**src/rtl/router_port.sv**
```systemverilog
// Router-side endpoint of the node byte-serial link: reassembles 4-byte RX
// packets into a show-ahead queue and serialises 32-bit TX packets MSB-first.
module router_port #(
  parameter int DEPTH = 2
) (
  input  logic        clock,
  input  logic        reset,
  output logic        free_outbound,
  input  logic        put_outbound,
  input  logic [7:0]  payload_outbound,
  output logic [31:0] rx_pkt,
  output logic        rx_valid,
  input  logic        rx_ready,
  output logic        rx_err,
  input  logic [31:0] tx_pkt,
  input  logic        tx_valid,
  output logic        tx_ready,
  input  logic        free_inbound,
  output logic        put_inbound,
  output logic [7:0]  payload_inbound
);

  localparam int PW = $clog2(DEPTH);
  localparam int CW = PW + 1;

  typedef enum logic [1:0] {RX_IDLE, RX_BUSY, RX_DROP} rx_state_t;
  typedef enum logic [1:0] {TX_IDLE, TX_WAIT, TX_SEND, TX_GAP} tx_state_t;

  rx_state_t      rx_state, rx_state_n;
  logic [1:0]     rx_cnt, rx_cnt_n;
  logic [23:0]    rx_shift, rx_shift_n;
  logic           push, pop, err_n;
  logic [31:0]    mem [DEPTH];
  logic [PW-1:0]  wptr, rptr;
  logic [CW-1:0]  count;

  assign rx_valid      = (count != '0);
  assign rx_pkt        = mem[rptr];
  assign pop           = rx_valid & rx_ready;
  // Decoded from registers only: a started packet already owns its slot.
  assign free_outbound = ~reset & (rx_state == RX_IDLE) & (count < CW'(DEPTH));

  always_comb begin
    rx_state_n = rx_state;
    rx_cnt_n   = rx_cnt;
    rx_shift_n = rx_shift;
    push       = 1'b0;
    err_n      = 1'b0;
    case (rx_state)
      RX_IDLE: begin
        if (put_outbound) begin
          if (free_outbound) begin
            rx_state_n = RX_BUSY;
            rx_cnt_n   = 2'd1;
            rx_shift_n = {rx_shift[15:0], payload_outbound};
          end else begin
            err_n      = 1'b1;
            rx_state_n = RX_DROP;
          end
        end
      end
      RX_BUSY: begin
        if (put_outbound) begin
          if (rx_cnt == 2'd3) begin
            push       = 1'b1;
            rx_state_n = RX_IDLE;
            rx_cnt_n   = 2'd0;
          end else begin
            rx_shift_n = {rx_shift[15:0], payload_outbound};
            rx_cnt_n   = rx_cnt + 2'd1;
          end
        end else begin
          err_n      = 1'b1;
          rx_state_n = RX_IDLE;
          rx_cnt_n   = 2'd0;
        end
      end
      RX_DROP: begin
        if (!put_outbound) rx_state_n = RX_IDLE;
      end
      default: rx_state_n = RX_IDLE;
    endcase
  end

  always_ff @(posedge clock) begin
    if (reset) begin
      rx_state <= RX_IDLE;
      rx_cnt   <= 2'd0;
      rx_shift <= '0;
      rx_err   <= 1'b0;
      wptr     <= '0;
      rptr     <= '0;
      count    <= '0;
    end else begin
      rx_state <= rx_state_n;
      rx_cnt   <= rx_cnt_n;
      rx_shift <= rx_shift_n;
      rx_err   <= err_n;
      if (push) wptr <= wptr + 1'b1;
      if (pop)  rptr <= rptr + 1'b1;
      case ({push, pop})
        2'b10:   count <= count + 1'b1;
        2'b01:   count <= count - 1'b1;
        default: count <= count;
      endcase
    end
  end

  always_ff @(posedge clock) begin
    if (push && !reset) mem[wptr] <= {rx_shift, payload_outbound};
  end

  tx_state_t   tx_state, tx_state_n;
  logic [1:0]  tx_idx, tx_idx_n;
  logic [31:0] hold, hold_n;
  logic [7:0]  tx_byte;

  assign tx_ready = ~reset & (tx_state == TX_IDLE);

  always_comb begin
    tx_state_n = tx_state;
    tx_idx_n   = tx_idx;
    hold_n     = hold;
    case (tx_state)
      TX_IDLE: begin
        if (tx_valid && tx_ready) begin
          hold_n     = tx_pkt;
          tx_state_n = TX_WAIT;
        end
      end
      TX_WAIT: begin
        if (free_inbound) begin
          tx_state_n = TX_SEND;
          tx_idx_n   = 2'd0;
        end
      end
      TX_SEND: begin
        if (tx_idx == 2'd3) tx_state_n = TX_GAP;
        else                tx_idx_n   = tx_idx + 2'd1;
      end
      TX_GAP:  tx_state_n = TX_IDLE;
      default: tx_state_n = TX_IDLE;
    endcase
  end

  // Outputs are registered from the next-state decode so the byte lines
  // change exactly on the edge that enters/advances TX_SEND.
  always_comb begin
    tx_byte = 8'h00;
    case (tx_idx_n)
      2'd0: tx_byte = hold_n[31:24];
      2'd1: tx_byte = hold_n[23:16];
      2'd2: tx_byte = hold_n[15:8];
      2'd3: tx_byte = hold_n[7:0];
      default: tx_byte = 8'h00;
    endcase
  end

  always_ff @(posedge clock) begin
    if (reset) begin
      tx_state        <= TX_IDLE;
      tx_idx          <= 2'd0;
      hold            <= '0;
      put_inbound     <= 1'b0;
      payload_inbound <= 8'h00;
    end else begin
      tx_state        <= tx_state_n;
      tx_idx          <= tx_idx_n;
      hold            <= hold_n;
      put_inbound     <= (tx_state_n == TX_SEND);
      payload_inbound <= (tx_state_n == TX_SEND) ? tx_byte : 8'h00;
    end
  end

endmodule
```
**config.mk**
```make
export PLATFORM = sky130hd
export DESIGN_NAME = router_port
export DESIGN_NICKNAME = d
export VERILOG_FILES = /design/src/rtl/router_port.sv
export SDC_FILE = /design/constraint.sdc
export NUM_CORES = 1
export LEC_CHECK = 0
export BUFFER_PORTS_ARGS = -buffer_cell sky130_fd_sc_hd__buf_2
export CAP_MARGIN = 20
export CELL_PAD_IN_SITES_DETAIL_PLACEMENT = 0
export CELL_PAD_IN_SITES_GLOBAL_PLACEMENT = 1
export CORE_MARGIN = 10
export CORE_UTILIZATION = 48
export DETAILED_ROUTE_END_ITERATION = 8
export PLACE_DENSITY_LB_ADDON = 0.1
export SLEW_MARGIN = 30
export SYNTH_ARGS = -nofsm -noshare
export SYNTH_HDL_FRONTEND = slang
export SYNTH_SLANG_ARGS = --single-unit
```
**constraint.sdc**
```tcl
create_clock -name clock -period 8 [get_ports clock]
set_clock_uncertainty 0.05 [all_clocks]
set_input_delay 0 -clock clock [delete_from_list [all_inputs] [get_ports clock]]
set_output_delay 0 -clock clock [all_outputs]
set_load 0.1 [all_outputs]
```
==> run metrics <==
Root Driver=clkbuf_16; Post-DP HPWL=7533 um; outcome=completed; worst-case reg-to-reg path depth=7; Sink Count=143; Crit Path Max Fanout=10; TritonCTS clock tree=done; f_max=438.5 MHz; number of vias per cell=5.079; dominant cell type by area after synthesis=edfxtp_1; critical path depth in cells=7; # Post-CTS Setup Buffers=0; Main synth FF type=dfxtp_1; slew at the pin closest to its max-slew limit=815.2 ps; min Tclk post-route=2281 ps; Pwr Density=255.4 nW/um2; Initial Utilization=48.99%; max-slew violations=0; CP delay by family, top=compound AO/OA/AOI/OAI gates; DRC violations left=0; Area Overhead vs Synth=28.49%; Clock Tree Buf Depth=2; vias in the first global route=3,781; Peak VDD IR=0.1397 mV; crit share post-route=28.51%; synthesized area=5594 um2; Die Ht=128.0 um; nets@finish=634; ANT cells=0; leakage=2.964 nW; synthesis warning total=0; final WL=11,630 um; GP Congestion=0.7486; Slowest-stage cell, CP=dfxtp_1; critical path arrival=2580 ps; MaxCap Viol Count=0; CTS H-tree lvls=4; Clock Latency Late Sink=410 ps; total congestion overflow=0; Hold Fails Final Rpt=0; mean post-synth cell area=12.46 um2; die area=16,370 um2; # setup viols final=0; WL/cell=15.76 um; Slew headroom=45.66%; Yosys cell types=46; area occupied by registers=3503 um2; sequential-to-total area share from yosys stat=62.63%; FILL cells=935; Routed Antenna Nets=0; Post-Syn Nets=501; crit path capture type=register; first-pass GRT wire length=19,050 um; most frequent cells in the layout=buf_2 (90), dfxtp_1 (79), edfxtp_1 (64), nor2_1 (56); Synth async-reset ratio=0%; Critical Path Source Type=register; largest cells by area after synthesis=edfxtp_1 (34%), dfxtp_1 (28%), mux2_2 (7.9%); clock-pin slew on the worst setup and hold paths=60 ps; Hold WC Path Type=in2reg; drt pass-1 iters=4; largest net degree at the start of global routing=79; Yosys reg bits=143; critical path class=reg2reg; post-CTS sizing=0; drt initial violations=264; gr usage total=14.46%; Sum Neg Setup Slack=0 ps; Synth top area share=34.35%; Post-synth EDFFs=64; Multi-input gate area=1959 um2; hold depth=4; Die X=128.0 um; buffer and inverter count on the worst path=2; TritonCTS Buffers=17; via count=3,748; Worst EP required=8300 ps; core area=11,420 um2; CP peak stage delay=410 ps; share of layout cells above drive strength 1=29.58%; RSZ-0062 raised after global routing=false; FP Rows=39; Synth Instances=449; initial antenna violation count=0; Total Power=1.836 mW; Critical Path, Cell by Cell=inv_1 -> ha_1 -> inv_1 -> o21ai_2 -> nand2_1 -> a22oi_1 -> o221a_2; Port Buffer Count=90; cell mode on critical path=inv_1; leading cell type in the layout, fill and taps excluded=buf_2; # IOs=91
[power by group]
part / internal, mW / total [mW] / switching, mW / leakage [nW]
Sequential: 0.788 / 0.803 / 0.0146 / 1.23
Combinational: 0.0925 / 0.247 / 0.154 / 1.45
Clock: 0.491 / 0.786 / 0.295 / 0.285
Total: 1.37 / 1.84 / 0.464 / 2.96
[per-stage QoR]
stage	utilization, %	worst slack [ps]	instances	cell area [um2]	hold slack, ps
floorplan	-	4309	449	5594	48.87
global placement	53.81	5656	663	6145	158.9
detailed placement	53.81	5643	663	6145	161.6
CTS	62.71	5724	737	7161	73.43
global route	62.95	5495	738	7188	134.4
finish	62.95	5719	738	7188	98.59
[Yosys cell counts, drive strengths merged (8+ instances only)]
cell type / count
nor2: 56
o21ai: 8
dfxtp: 79
mux2: 39
nor2b: 16
nand2: 42
mux2i: 38
buf: 14
edfxtp: 64
a21oi: 13
clkbuf: 10
nand3: 11
[cells by family (layout without fill, tap and decap cells)]
family | Yosys count | after routing | synth area share (%)
flops | 143 | 143 | 62.63
simple gates | 148 | 148 | 12.06
mux | 77 | 77 | 14.65
fa+ha+maj | 6 | 6 | 1.342
buf+inv | 28 | 174 | 2.661
compound gates | 43 | 43 | 6.039
xor+xnor | 4 | 4 | 0.6264
[state kept, by name, summed over array words and instances (netlist names), named ones only]
| signal | count |
|---|---|
| tx_idx | 2 |
| rx_err | 1 |
| hold | 32 |
| tx_state | 2 |
| rx_shift | 24 |
| payload_inbound | 8 |
| rx_cnt | 2 |
| rx_state | 2 |
| rptr | 1 |
| wptr | 1 |
| put_inbound | 1 |
| mem | 64 |
| count | 2 |
[metal layers]
metal / track usage (%) / up-vias / wire length [um]
li1: - / 1881 / -
met1: 16.83 / 1787 / 5088
met2: 24.56 / 68 / 5906
met3: 4.384 / 12 / 513
met4: 5.364 / 0 / 123
met5: 0 / - / 0
[area by class of cell]
type                       count  area share, %
timing repair buffer         138          13.02
clock inverter                13          2.263
multi-input combinational    278          27.26
clock buffer                  19          6.023
tap                          143          2.489
inverter                       4         0.2089
sequential                   143          48.74
[path summary, 6_finish.rpt]
path / slack [ps] / from / to
worst max-delay path: 5720 / tx_state[1]$_SDFF_PP0_ / payload_inbound[2]$_SDFF_PP0_
worst min-delay path: 100 / free_inbound / tx_state[1]$_SDFF_PP0_
worst max register to register: 5720 / tx_state[1]$_SDFF_PP0_ / payload_inbound[2]$_SDFF_PP0_
worst min register to register: 400 / rx_shift[18]$_SDFFE_PP0P_ / mem[0][26]$_DFFE_PP_
[repair_timing]
| action | in CTS | in global routing |
|---|---|---|
| hold buffers | 42 | 0 |
| setup endpoints to repair | 0 | 0 |
| hold endpoints to repair | 69 | 0 |
[worst min-delay path, cell delays in order]
cell	delay, ps
buf_2	110
o22a_1	150
o21bai_1	120
a21oi_1	120
(Power assumes the default switching activity.)
